File: config.mk
export PLATFORM = sky130hd
export DESIGN_NAME = msk_clyde_sbox_layer
export DESIGN_NICKNAME = d
export VERILOG_FILES = /design/src/rtl/msk_clyde_sbox_layer.sv
export SDC_FILE = /design/constraint.sdc
export NUM_CORES = 1
export LEC_CHECK = 0
export ABC_AREA = 1
export CAP_MARGIN = 40
export CORE_ASPECT_RATIO = 0.9
export CORE_UTILIZATION = 45
export DETAILED_ROUTE_END_ITERATION = 7
export PLACE_DENSITY = 0.71
export SETUP_SLACK_MARGIN = 0.15
export SYNTH_ARGS = -nofsm -noshare
export SYNTH_HDL_FRONTEND = slang
export SYNTH_SLANG_ARGS = --single-unit
File: constraint.sdc
create_clock -name clk -period 23 [get_ports clk]
set_input_delay 3.45 -clock clk [delete_from_list [all_inputs] [get_ports clk]]
set_output_delay 3.45 -clock clk [all_outputs]
set_load 0.01 [all_outputs]
File: src/rtl/msk_clyde_sbox_layer.sv
// Masked Clyde-128 S-box layer over a column-ordered d-share sharing.
// P columns enter a 2-stage pipeline of masked AND gadgets each RUN cycle.

module msk_clyde_sbox_and #(
    parameter int d = 2
) (
    input  logic                   clk,
    input  logic                   rst,
    input  logic [d-1:0]           a_i,
    input  logic [d-1:0]           b_i,
    input  logic [d-1:0]           l_i,
    input  logic [d*(d-1)/2-1:0]   r_i,
    output logic [d-1:0]           c_q
);
    // t[i][j] is the partial product a_i&b_j; each off-diagonal pair shares one fresh bit.
    logic [d-1:0][d-1:0] t;
    logic [d-1:0]        c_d;

    for (genvar i = 0; i < d; i++) begin : g_row
        for (genvar j = 0; j < d; j++) begin : g_col
            if (i == j) begin : g_diag
                assign t[i][j] = (a_i[i] & b_i[j]) ^ l_i[i];
            end else if (i < j) begin : g_up
                assign t[i][j] = (a_i[i] & b_i[j]) ^ r_i[i*(2*d-i-1)/2 + (j-i-1)];
            end else begin : g_lo
                assign t[i][j] = (a_i[i] & b_i[j]) ^ r_i[j*(2*d-j-1)/2 + (i-j-1)];
            end
        end
    end

    always_comb begin
        c_d = '0;
        for (int i = 0; i < d; i++) c_d[i] = ^t[i];
    end

    always_ff @(posedge clk or posedge rst) begin
        if (rst) c_q <= '0;
        else     c_q <= c_d;
    end
endmodule

module msk_clyde_sbox_lane #(
    parameter int d = 2
) (
    input  logic                     clk,
    input  logic                     rst,
    input  logic [4*d-1:0]           col_i,
    input  logic [d*(d-1)-1:0]       r1_i,
    input  logic [d*(d-1)-1:0]       r2_i,
    output logic [4*d-1:0]           col_o
);
    localparam int R = d*(d-1)/2;

    logic [d-1:0] x0, x1, x2, x3;
    logic [d-1:0] y0_q, y1_q, y2_q, y3_q;
    logic [d-1:0] x0_q, x0_d, x3_q, x3_d;
    logic [d-1:0] y0_s2_q, y0_s2_d, y1_s2_q, y1_s2_d;

    assign x0 = col_i[0*d +: d];
    assign x1 = col_i[1*d +: d];
    assign x2 = col_i[2*d +: d];
    assign x3 = col_i[3*d +: d];

    msk_clyde_sbox_and #(.d(d)) u_g_y1 (
        .clk(clk), .rst(rst), .a_i(x0), .b_i(x1), .l_i(x2), .r_i(r1_i[0 +: R]), .c_q(y1_q));
    msk_clyde_sbox_and #(.d(d)) u_g_y0 (
        .clk(clk), .rst(rst), .a_i(x3), .b_i(x0), .l_i(x1), .r_i(r1_i[R +: R]), .c_q(y0_q));
    msk_clyde_sbox_and #(.d(d)) u_g_y3 (
        .clk(clk), .rst(rst), .a_i(y1_q), .b_i(x3_q), .l_i(x0_q), .r_i(r2_i[0 +: R]), .c_q(y3_q));
    msk_clyde_sbox_and #(.d(d)) u_g_y2 (
        .clk(clk), .rst(rst), .a_i(y0_q), .b_i(y1_q), .l_i(x3_q), .r_i(r2_i[R +: R]), .c_q(y2_q));

    always_comb begin
        x0_d    = x0;
        x3_d    = x3;
        y0_s2_d = y0_q;
        y1_s2_d = y1_q;
    end

    always_ff @(posedge clk or posedge rst) begin
        if (rst) begin
            x0_q    <= '0;
            x3_q    <= '0;
            y0_s2_q <= '0;
            y1_s2_q <= '0;
        end else begin
            x0_q    <= x0_d;
            x3_q    <= x3_d;
            y0_s2_q <= y0_s2_d;
            y1_s2_q <= y1_s2_d;
        end
    end

    assign col_o = {y3_q, y2_q, y1_s2_q, y0_s2_q};
endmodule

module msk_clyde_sbox_layer #(
    parameter int d     = 2,
    parameter int Nbits = 128,
    parameter int P     = 4
) (
    input  logic                          clk,
    input  logic                          rst,
    input  logic                          start,
    input  logic [Nbits*d-1:0]            cols_in,
    input  logic [P*4*d*(d-1)/2-1:0]      rnd,
    output logic                          busy,
    output logic                          done,
    output logic [Nbits*d-1:0]            cols_out
);
    localparam int NCH  = Nbits / (4*P);
    localparam int CW   = P*4*d;
    localparam int R    = d*(d-1)/2;
    localparam int HW   = P*2*R;
    localparam int CNTW = (NCH > 1) ? $clog2(NCH) : 1;

    localparam logic [1:0] IDLE  = 2'd0;
    localparam logic [1:0] RUN   = 2'd1;
    localparam logic [1:0] DRAIN = 2'd2;
    localparam logic [1:0] DONE  = 2'd3;

    logic [1:0]           state_q, state_d;
    logic [CNTW-1:0]      cnt_q, cnt_d;
    logic [Nbits*d-1:0]   in_q, in_d;
    logic [1:0]           vld_q, vld_d;
    logic [CNTW-1:0]      idx1_q, idx1_d, idx2_q, idx2_d;
    logic [Nbits*d-1:0]   cols_out_q, cols_out_d;
    logic                 issue;

    logic [P-1:0][4*d-1:0] lane_in, lane_out;

    assign lane_in = in_q[cnt_q*CW +: CW];

    for (genvar p = 0; p < P; p++) begin : g_lane
        msk_clyde_sbox_lane #(.d(d)) u_lane (
            .clk   (clk),
            .rst   (rst),
            .col_i (lane_in[p]),
            .r1_i  (rnd[p*2*R +: 2*R]),
            .r2_i  (rnd[HW + p*2*R +: 2*R]),
            .col_o (lane_out[p])
        );
    end

    always_comb begin
        state_d = state_q;
        cnt_d   = cnt_q;
        in_d    = in_q;
        issue   = 1'b0;
        case (state_q)
            IDLE: begin
                if (start) begin
                    in_d    = cols_in;
                    cnt_d   = '0;
                    state_d = RUN;
                end
            end
            RUN: begin
                issue = 1'b1;
                if (cnt_q == CNTW'(NCH-1)) begin
                    cnt_d   = '0;
                    state_d = DRAIN;
                end else begin
                    cnt_d = cnt_q + 1'b1;
                end
            end
            DRAIN: begin
                // Two cycles let the last chunk leave stage 2 before done.
                if (cnt_q == CNTW'(1)) begin
                    cnt_d   = '0;
                    state_d = DONE;
                end else begin
                    cnt_d = cnt_q + 1'b1;
                end
            end
            default: state_d = IDLE;
        endcase

        vld_d  = {vld_q[0], issue};
        idx1_d = cnt_q;
        idx2_d = idx1_q;

        cols_out_d = cols_out_q;
        if (vld_q[1]) cols_out_d[idx2_q*CW +: CW] = lane_out;
    end

    always_ff @(posedge clk or posedge rst) begin
        if (rst) begin
            state_q    <= IDLE;
            cnt_q      <= '0;
            in_q       <= '0;
            vld_q      <= '0;
            idx1_q     <= '0;
            idx2_q     <= '0;
            cols_out_q <= '0;
        end else begin
            state_q    <= state_d;
            cnt_q      <= cnt_d;
            in_q       <= in_d;
            vld_q      <= vld_d;
            idx1_q     <= idx1_d;
            idx2_q     <= idx2_d;
            cols_out_q <= cols_out_d;
        end
    end

    assign busy     = (state_q != IDLE);
    assign done     = (state_q == DONE);
    assign cols_out = cols_out_q;
endmodule

==> impl_table.tex, run 1 <==
\begin{tabular}{lr}
\hline
Metric & Value \\
\hline
\multicolumn{2}{l}{\textbf{Clock network}} \\
\quad TritonCTS clock tree & yes \\
\quad Clock Tree Buf Depth & 3 \\
\quad Skew-Pair Late Insertion Delay & 0.63 ns \\
\quad H-tree levels & 2 \\
\quad Resized cells post-CTS & 0 \\
\quad Post-CTS setup buffer count & 0 \\
\quad CTS sink cnt & 589 \\
\quad Register clock-pin slew on the reported worst setup and hold paths & 0.06 ns \\
\quad Total of hold buffers inserted after clock tree synthesis & 0 \\
\quad Inserted Clock Buffers & 59 \\
\quad Root buffer selected by CTS & sky130\_fd\_sc\_hd\_\_clkbuf\_16 \\
\multicolumn{2}{l}{\textbf{Synthesis}} \\
\quad Total nets after synthesis & 3447 \\
\quad Cell Area, Synth & 26600 µm² \\
\quad Avg Synthesized Cell Area & 8.41 µm² \\
\quad Number of synthesis warnings & 0 \\
\quad Post-synthesis async set-or-reset flop share & 100\% \\
\quad Number of enable flip-flop cells after synthesis & 0 \\
\quad Number of unique standard cell types used by synthesis & 37 \\
\quad Synth Flop Type & sky130\_fd\_sc\_hd\_\_dfrtp\_1 \\
\quad Synthesized netlist cell count & 3162 \\
\quad Flip-flop and latch count after synthesis & 589 \\
\quad Share of the yosys chip area belonging to registers & 55.4\% \\
\multicolumn{2}{l}{\textbf{Setup path}} \\
\quad Launching element type of the critical path & input port \\
\quad Endpoint required time on the critical path & 23.54 ns \\
\quad Crit Path Max Fanout & 84 \\
\quad WS Path Type & in -> reg \\
\quad Nature of the critical path endpoint & flop \\
\quad CP arrival & 6.72 ns \\
\multicolumn{2}{l}{\textbf{Floorplanning}} \\
\quad Initial standard-cell utilization of the core & 45.5\% \\
\quad Floorplan die area & 60100 µm² \\
\quad Floorplan die height & 233 µm \\
\quad Number of top-level pins & 533 \\
\quad Standard-cell row count & 84 \\
\quad Area inside the core boundary & 58400 µm² \\
\quad Die X & 258 µm \\
\multicolumn{2}{l}{\textbf{Routing}} \\
\quad Drt drc & 0 \\
\quad Vias per inst & 5.20 \\
\quad DRT iter0 DRCs & 2369 \\
\quad WL final & 86.2 mm \\
\quad First-pass detailed-route iteration total & 7 \\
\quad Vias & 23100 \\
\quad Count of nets left with antenna violations after detail routing & 0 \\
\quad Routed wire length per instance & 19.5 µm \\
\multicolumn{2}{l}{\textbf{STA}} \\
\quad Endpoints failing setup & 0 \\
\quad Highest achievable clock rate & 162 MHz \\
\quad Hold slack final & 0.347 ns \\
\quad Hold violation count in the final report & 0 \\
\quad Unrepaired setup endpoints after global routing & false \\
\quad Post-route setup TNS & 0 ns \\
\quad Clk\_skew & 0.0184 ns \\
\quad Least-Margin Pin Slew & 0.922 ns \\
\quad Max Slew Vio Count & 0 \\
\quad Fraction of the cycle the final worst path needs & 26.8\% \\
\quad Worst-case headroom to the max-slew limit & 38.5\% \\
\quad Shortest period the worst path allows & 6.18 ns \\
\multicolumn{2}{l}{\textbf{Worst hold path}} \\
\quad Worst hold-check path type & reg -> reg \\
\multicolumn{2}{l}{\textbf{Finish}} \\
\quad Layout-stage area growth over the synthesis result & 29.2\% \\
\quad Leading cell type in the layout, fill and taps excluded & sky130\_fd\_sc\_hd\_\_nand2\_1 \\
\quad Share of layout cells above drive strength 1 & 6.36\% \\
\quad Final core area utilization & 58.8\% \\
\quad \# nets final & 3891 \\
\quad Most frequent cells in the layout & 824 x sky130\_fd\_sc\_hd\_\_nand2\_1, 587 x sky130\_fd\_sc\_hd\_\_dfrtp\_1, 532 x sky130\_fd\_sc\_hd\_\_clkdlybuf4s50\_1, 347 x sky130\_fd\_sc\_hd\_\_inv\_1, 310 x sky130\_fd\_sc\_hd\_\_nor2\_1 \\
\multicolumn{2}{l}{\textbf{GRT}} \\
\quad Antenna violations before repair & 14 \\
\quad Aggregate global-route resource usage & 28.8\% \\
\quad Wire length of the first global-routing pass & 132 mm \\
\quad Pin count of the biggest net entering global routing & 139 \\
\quad Vias in the first global route & 22100 \\
\quad Overflow left after global routing & 0 \\
\multicolumn{2}{l}{\textbf{Place}} \\
\quad Last weighted congestion value of the routability-driven placer & 0.857 \\
\quad PortBufs & 532 \\
\quad Half-perimeter wire length of the detailed placement result & 62.7 mm \\
\multicolumn{2}{l}{\textbf{Power}} \\
\quad Leak & 0.0165 µW \\
\quad VDD IR max & 0.0723 mV \\
\quad Power density normalized to cell area & 116 nW/µm² \\
\multicolumn{2}{l}{\textbf{Run}} \\
\quad Max capacitance violation total & 0 \\
\multicolumn{2}{l}{\textbf{Status}} \\
\quad Status & complete, no violations \\
\hline
\end{tabular}
## sequential cells by signal, summed over array words and instances, names as in the netlist
name / flops
g_lane.u_lane.y0_s2_q: 8
cnt_q: 3
g_lane.u_lane.x0_q: 8
g_lane.u_lane.u_g_y3.c_q: 8
vld_q: 2
g_lane.u_lane.y1_s2_q: 8
g_lane.u_lane.x3_q: 8
idx1_q: 3
g_lane.u_lane.u_g_y2.c_q: 8
in_q: 256
cols_out: 256
g_lane.u_lane.u_g_y1.c_q: 8
state_q: 2
g_lane.u_lane.u_g_y0.c_q: 8
idx2_q: 3
## synth_stat cells (11+ instances only)
cell,number,area share (%)
sky130_fd_sc_hd__nand4_1,26,0.61
sky130_fd_sc_hd__buf_1,20,0.28
sky130_fd_sc_hd__nand3_1,250,4.7
sky130_fd_sc_hd__o21a_1,16,0.45
sky130_fd_sc_hd__o21ai_0,165,3.1
sky130_fd_sc_hd__xnor2_1,28,0.92
sky130_fd_sc_hd__inv_1,348,4.9
sky130_fd_sc_hd__inv_2,14,0.20
sky130_fd_sc_hd__buf_4,21,0.59
sky130_fd_sc_hd__mux2_2,61,2.6
sky130_fd_sc_hd__a21oi_1,223,4.2
sky130_fd_sc_hd__buf_6,11,0.47
sky130_fd_sc_hd__nor2_1,313,4.4
sky130_fd_sc_hd__dfrtp_1,589,55
sky130_fd_sc_hd__o41ai_1,12,0.40
sky130_fd_sc_hd__nand2_1,825,12
sky130_fd_sc_hd__o21ai_1,20,0.38
sky130_fd_sc_hd__nor3_1,28,0.53
sky130_fd_sc_hd__buf_2,64,1.2
sky130_fd_sc_hd__clkbuf_1,68,0.96
## critical path: stages
cell and delay [ns]:
sky130_fd_sc_hd__clkdlybuf4s50_1 0.49, sky130_fd_sc_hd__nand2_4 0.37, sky130_fd_sc_hd__buf_4 0.33, sky130_fd_sc_hd__buf_16 0.31
sky130_fd_sc_hd__buf_4 0.39, sky130_fd_sc_hd__buf_16 0.32, sky130_fd_sc_hd__buf_4 0.41, sky130_fd_sc_hd__buf_16 0.33
sky130_fd_sc_hd__nor2_1 0.08, sky130_fd_sc_hd__a21oi_1 0.14
## layer usage
metal	vias to the layer above	track usage [%]	share of wire, %
met3	183	5.63	7.9
met2	951	46.1	47
met4	16	12.2	4.4
li1	10900	-	-
met5	-	0	0.13
met1	11000	38.4	41
## cells by family after synthesis
family                     count (synthesis)  synth area share (%)
xor gates and xnor gates                  36                  1.19
muxes                                     61                  2.58
and+or+nand+nor                         1463                  22.6
DFF                                      589                  55.4
buffers and inverters                    549                  8.68
adders and majority gates                 10                 0.470
AOI/OAI and AO/OA                        454                  9.07
## cell type report
class | count | area (µm²)
clock inverters | 15 | 165
clock buffers | 90 | 1720
inverters | 364 | 1380
repair buffers | 568 | 5790
well taps | 774 | 968
multi-input cells | 2024 | 9590
fillers | 5221 | 24100
diodes | 8 | 20.0
flip-flops and latches | 589 | 14700
## metrics by stage
step | worst slack [ns] | std cells | area (µm²) | power, µW
4_1_cts | 16.90 | 4424 | 34400 | 4010
3_5_place_dp | 16.24 | 4319 | 32500 | 3050
2_1_floorplan | 3.07 | 3162 | 26600 | 2550
5_1_grt | 16.61 | 4430 | 34400 | 4280
3_3_place_gp | 15.43 | 4310 | 32200 | 2990
6_report | 16.82 | 4432 | 34400 | 3990
## worst paths after layout
path / start / endpoint / slack [ns] / cells after the start
min in group asynchronous: rst / in_q[158] / 3.21 / 2
max: start / in_q[43] / 16.82 / 10
max reg2reg: idx2_q[0] / cols_out[45] / 18.51 / 10
max in group asynchronous: rst / g_lane[3].u_lane.u_g_y1.c_q[0] / 17.41 / 6
min reg2reg: idx1_q[0] / idx2_q[0] / 0.35 / 0
min: idx1_q[0] / idx2_q[0] / 0.35 / 0
## report_power, final
part,switching [µW],total [µW],internal (µW)
clock,412,950,538
combinational,998,1530,535
sequential,154,1510,1360
total,1560,3990,2430
(Power assumes the default switching activity.)
==> inputs of run 2 (changes only) <==
==> constraint.sdc (replaced) <==
create_clock -name clk -period 6.1 [get_ports clk]
set_input_delay 0.915 -clock clk [delete_from_list [all_inputs] [get_ports clk]]
set_output_delay 0.915 -clock clk [all_outputs]
set_load 0.01 [all_outputs]
==> run 2 against run 1 <==
  * Clock skew is 0.017 ns higher
  * Non-clock buffer count down 5
  * Via count hardly changed
  * Critical endpoint is now cols_out[88]
==> impl_table.tex, run 2 (synthesis gave the netlist of run 1 again) <==
\begin{tabular}{lr}
\hline
Metric & Value \\
\hline
\multicolumn{2}{l}{\textbf{Status}} \\
\quad Status & complete, no violations \\
\multicolumn{2}{l}{\textbf{Clock network}} \\
\quad Total of hold buffers inserted after clock tree synthesis & 0 \\
\quad Skew-Pair Late Insertion Delay & 0.64 ns \\
\quad H-tree levels & 2 \\
\quad TritonCTS clock tree & yes \\
\quad Resized cells post-CTS & 0 \\
\quad Clock Tree Buf Depth & 3 \\
\quad Register clock-pin slew on the reported worst setup and hold paths & 0.06 ns \\
\quad Root buffer selected by CTS & sky130\_fd\_sc\_hd\_\_clkbuf\_16 \\
\quad Post-CTS setup buffer count & 0 \\
\quad Inserted Clock Buffers & 61 \\
\quad CTS sink cnt & 589 \\
\multicolumn{2}{l}{\textbf{Floorplanning}} \\
\quad Standard-cell row count & 84 \\
\quad Initial standard-cell utilization of the core & 45.5\% \\
\quad Floorplan die area & 60100 µm² \\
\quad Number of top-level pins & 533 \\
\quad Area inside the core boundary & 58400 µm² \\
\quad Floorplan die height & 233 µm \\
\quad Die X & 258 µm \\
\multicolumn{2}{l}{\textbf{Routing}} \\
\quad DRT iter0 DRCs & 2350 \\
\quad Routed wire length per instance & 19.3 µm \\
\quad Drt drc & 0 \\
\quad First-pass detailed-route iteration total & 8 \\
\quad Vias & 23100 \\
\quad Count of nets left with antenna violations after detail routing & 0 \\
\quad Vias per inst & 5.21 \\
\quad WL final & 85.3 mm \\
\multicolumn{2}{l}{\textbf{Power}} \\
\quad Power spent charging and discharging nets & 5890 µW \\
\quad Portion of total power attributed to the clock network & 25.1\% \\
\quad Internal Power & 9340 µW \\
\quad Leak & 0.0165 µW \\
\quad Power density normalized to cell area & 442 nW/µm² \\
\quad Switching part of the total power & 38.7\% \\
\quad Proportion of power drawn by flip-flops and latches & 37.5\% \\
\quad Fraction of power consumed by combinational cells & 37.4\% \\
\quad VDD IR max & 0.284 mV \\
\multicolumn{2}{l}{\textbf{Finish}} \\
\quad Layout-stage area growth over the synthesis result & 29.4\% \\
\quad Share of layout cells above drive strength 1 & 6.44\% \\
\quad \# nets final & 3888 \\
\quad Final std cell area, no fill & 34400 µm² \\
\quad Most frequent cells in the layout & 824 x sky130\_fd\_sc\_hd\_\_nand2\_1, 587 x sky130\_fd\_sc\_hd\_\_dfrtp\_1, 532 x sky130\_fd\_sc\_hd\_\_clkdlybuf4s50\_1, 347 x sky130\_fd\_sc\_hd\_\_inv\_1, 310 x sky130\_fd\_sc\_hd\_\_nor2\_1 \\
\quad Leading cell type in the layout, fill and taps excluded & sky130\_fd\_sc\_hd\_\_nand2\_1 \\
\multicolumn{2}{l}{\textbf{GRT}} \\
\quad Met2 track demand over resource & 45.8\% \\
\quad Global routing usage on met3 & 4.68\% \\
\quad Antenna violations before repair & 10 \\
\quad Vias in the first global route & 21700 \\
\quad Wire length of the first global-routing pass & 130 mm \\
\quad Gr busiest metal & met2 \\
\quad Pin count of the biggest net entering global routing & 221 \\
\quad Overflow left after global routing & 0 \\
\quad Met1 Track Usage GR & 38.3\% \\
\quad Aggregate global-route resource usage & 28.4\% \\
\multicolumn{2}{l}{\textbf{Place}} \\
\quad PortBufs & 532 \\
\quad Last weighted congestion value of the routability-driven placer & 0.874 \\
\quad Half-perimeter wire length of the detailed placement result & 61.9 mm \\
\quad DP Area & 32300 µm² \\
\multicolumn{2}{l}{\textbf{Setup path}} \\
\quad Biggest cell delay along the critical path & 0.74 ns \\
\quad Crit-path most repeated cell & sky130\_fd\_sc\_hd\_\_inv\_2 \\
\quad Logic depth of the worst register-to-register path & 11 \\
\quad Crit Path Max Fanout & 51 \\
\quad Cells along the critical path & inv\_4, ha\_1, ha\_2, buf\_4, nand2\_2, inv\_2, nand2\_4, nor2\_4, inv\_2, nand2\_1, o31ai\_2 \\
\quad Nature of the critical path endpoint & flop \\
\quad Start of the worst register-to-register path & idx2\_q[0] \\
\quad WS Path Type & reg -> reg \\
\quad Worst-case register-to-register setup slack & 1.95 ns \\
\quad Critical-path top delay cell & sky130\_fd\_sc\_hd\_\_dfrtp\_1 \\
\quad Launching element type of the critical path & flop \\
\quad Endpoint required time on the critical path & 6.61 ns \\
\quad CP arrival & 4.66 ns \\
\quad Reg-to-reg critical path endpoint & cols\_out[88] \\
\multicolumn{2}{l}{\textbf{STA}} \\
\quad Hold slack final & 0.355 ns \\
\quad Least-Margin Pin Slew & 1.09 ns \\
\quad Clk\_skew & 0.0359 ns \\
\quad Highest achievable clock rate & 241 MHz \\
\quad Hold violation count in the final report & 0 \\
\quad Worst-case headroom to the max-slew limit & 27.3\% \\
\quad Endpoints failing setup & 0 \\
\quad Max Slew Vio Count & 0 \\
\quad Fraction of the cycle the final worst path needs & 68.0\% \\
\quad Unrepaired setup endpoints after global routing & false \\
\quad Shortest period the worst path allows & 4.15 ns \\
\multicolumn{2}{l}{\textbf{Run}} \\
\quad Max capacitance violation total & 0 \\
\multicolumn{2}{l}{\textbf{Worst hold path}} \\
\quad Hold worst-path end & idx2\_q[0] \\
\quad Launch point of the worst hold path & idx1\_q[0] \\
\quad Count of cells along the worst hold path & 0 \\
\quad Worst hold-check path type & reg -> reg \\
\hline
\end{tabular}
-- run 2: worst max-delay path: cells and delay by family, from the launching register on --
kind / cells / cell delay [ns]
AOI/OAI and AO/OA: 1 / 0.08
DFF: 1 / 0.74
and+or+nand+nor: 4 / 1.27
buffers and inverters: 4 / 1.27
adders and majority gates: 2 / 0.62
-- run 2: area by class of cell --
class | count | area, µm²
Fill cell | 5199 | 24000
Clock inverter | 15 | 208
Inverter | 364 | 1380
Timing Repair Buffer | 563 | 5660
Tap cell | 774 | 968
Multi-Input combinational cell | 2024 | 9590
Sequential cell | 589 | 14700
Clock buffer | 95 | 1860
Antenna cell | 7 | 17.5
-- run 2: worst max-delay path by stage --
stage,from,endpoint,slack (ns)
after floorplan,rst,cnt_q[0],-2.84
after global placement,idx2_q[0],cols_out[88],2.15
after detailed placement,idx2_q[0],cols_out[88],1.98
after CTS,idx2_q[0],cols_out[88],1.97
after global routing,idx2_q[0],cols_out[88],1.68
final,idx2_q[0],cols_out[88],1.95
-- run 2: layer usage --
| metal | vias to the layer above | routed length, µm |
|---|---|---|
| met4 | 8 | 3220 |
| li1 | 10900 | - |
| met1 | 11100 | 35300 |
| met5 | - | 52 |
| met3 | 149 | 6510 |
| met2 | 950 | 40300 |
-- run 2: power by group through the flow --
stage | Sequential (µW) | Clock, µW | Combinational (µW)
floorplan | 5630 | 0 | 3970
global placement | 5730 | 0 | 5530
detailed placement | 5780 | 0 | 5660
CTS | 5710 | 3870 | 5700
global route | 5840 | 4030 | 6410
finish | 5710 | 3820 | 5690
-- run 2: metrics by stage --
step | TNS (ns) | utilization [%] | total power [µW] | cells | setup WS (ns)
2_1_floorplan | -1675.33 | - | 9600 | 3162 | -2.84
3_3_place_gp | 0 | 55.2 | 11300 | 4311 | 2.15
3_5_place_dp | 0 | 55.3 | 11400 | 4314 | 1.98
4_1_cts | 0 | 58.9 | 15300 | 4424 | 1.97
5_1_grt | 0 | 58.9 | 16300 | 4427 | 1.68
6_report | 0 | 58.9 | 15200 | 4431 | 1.95
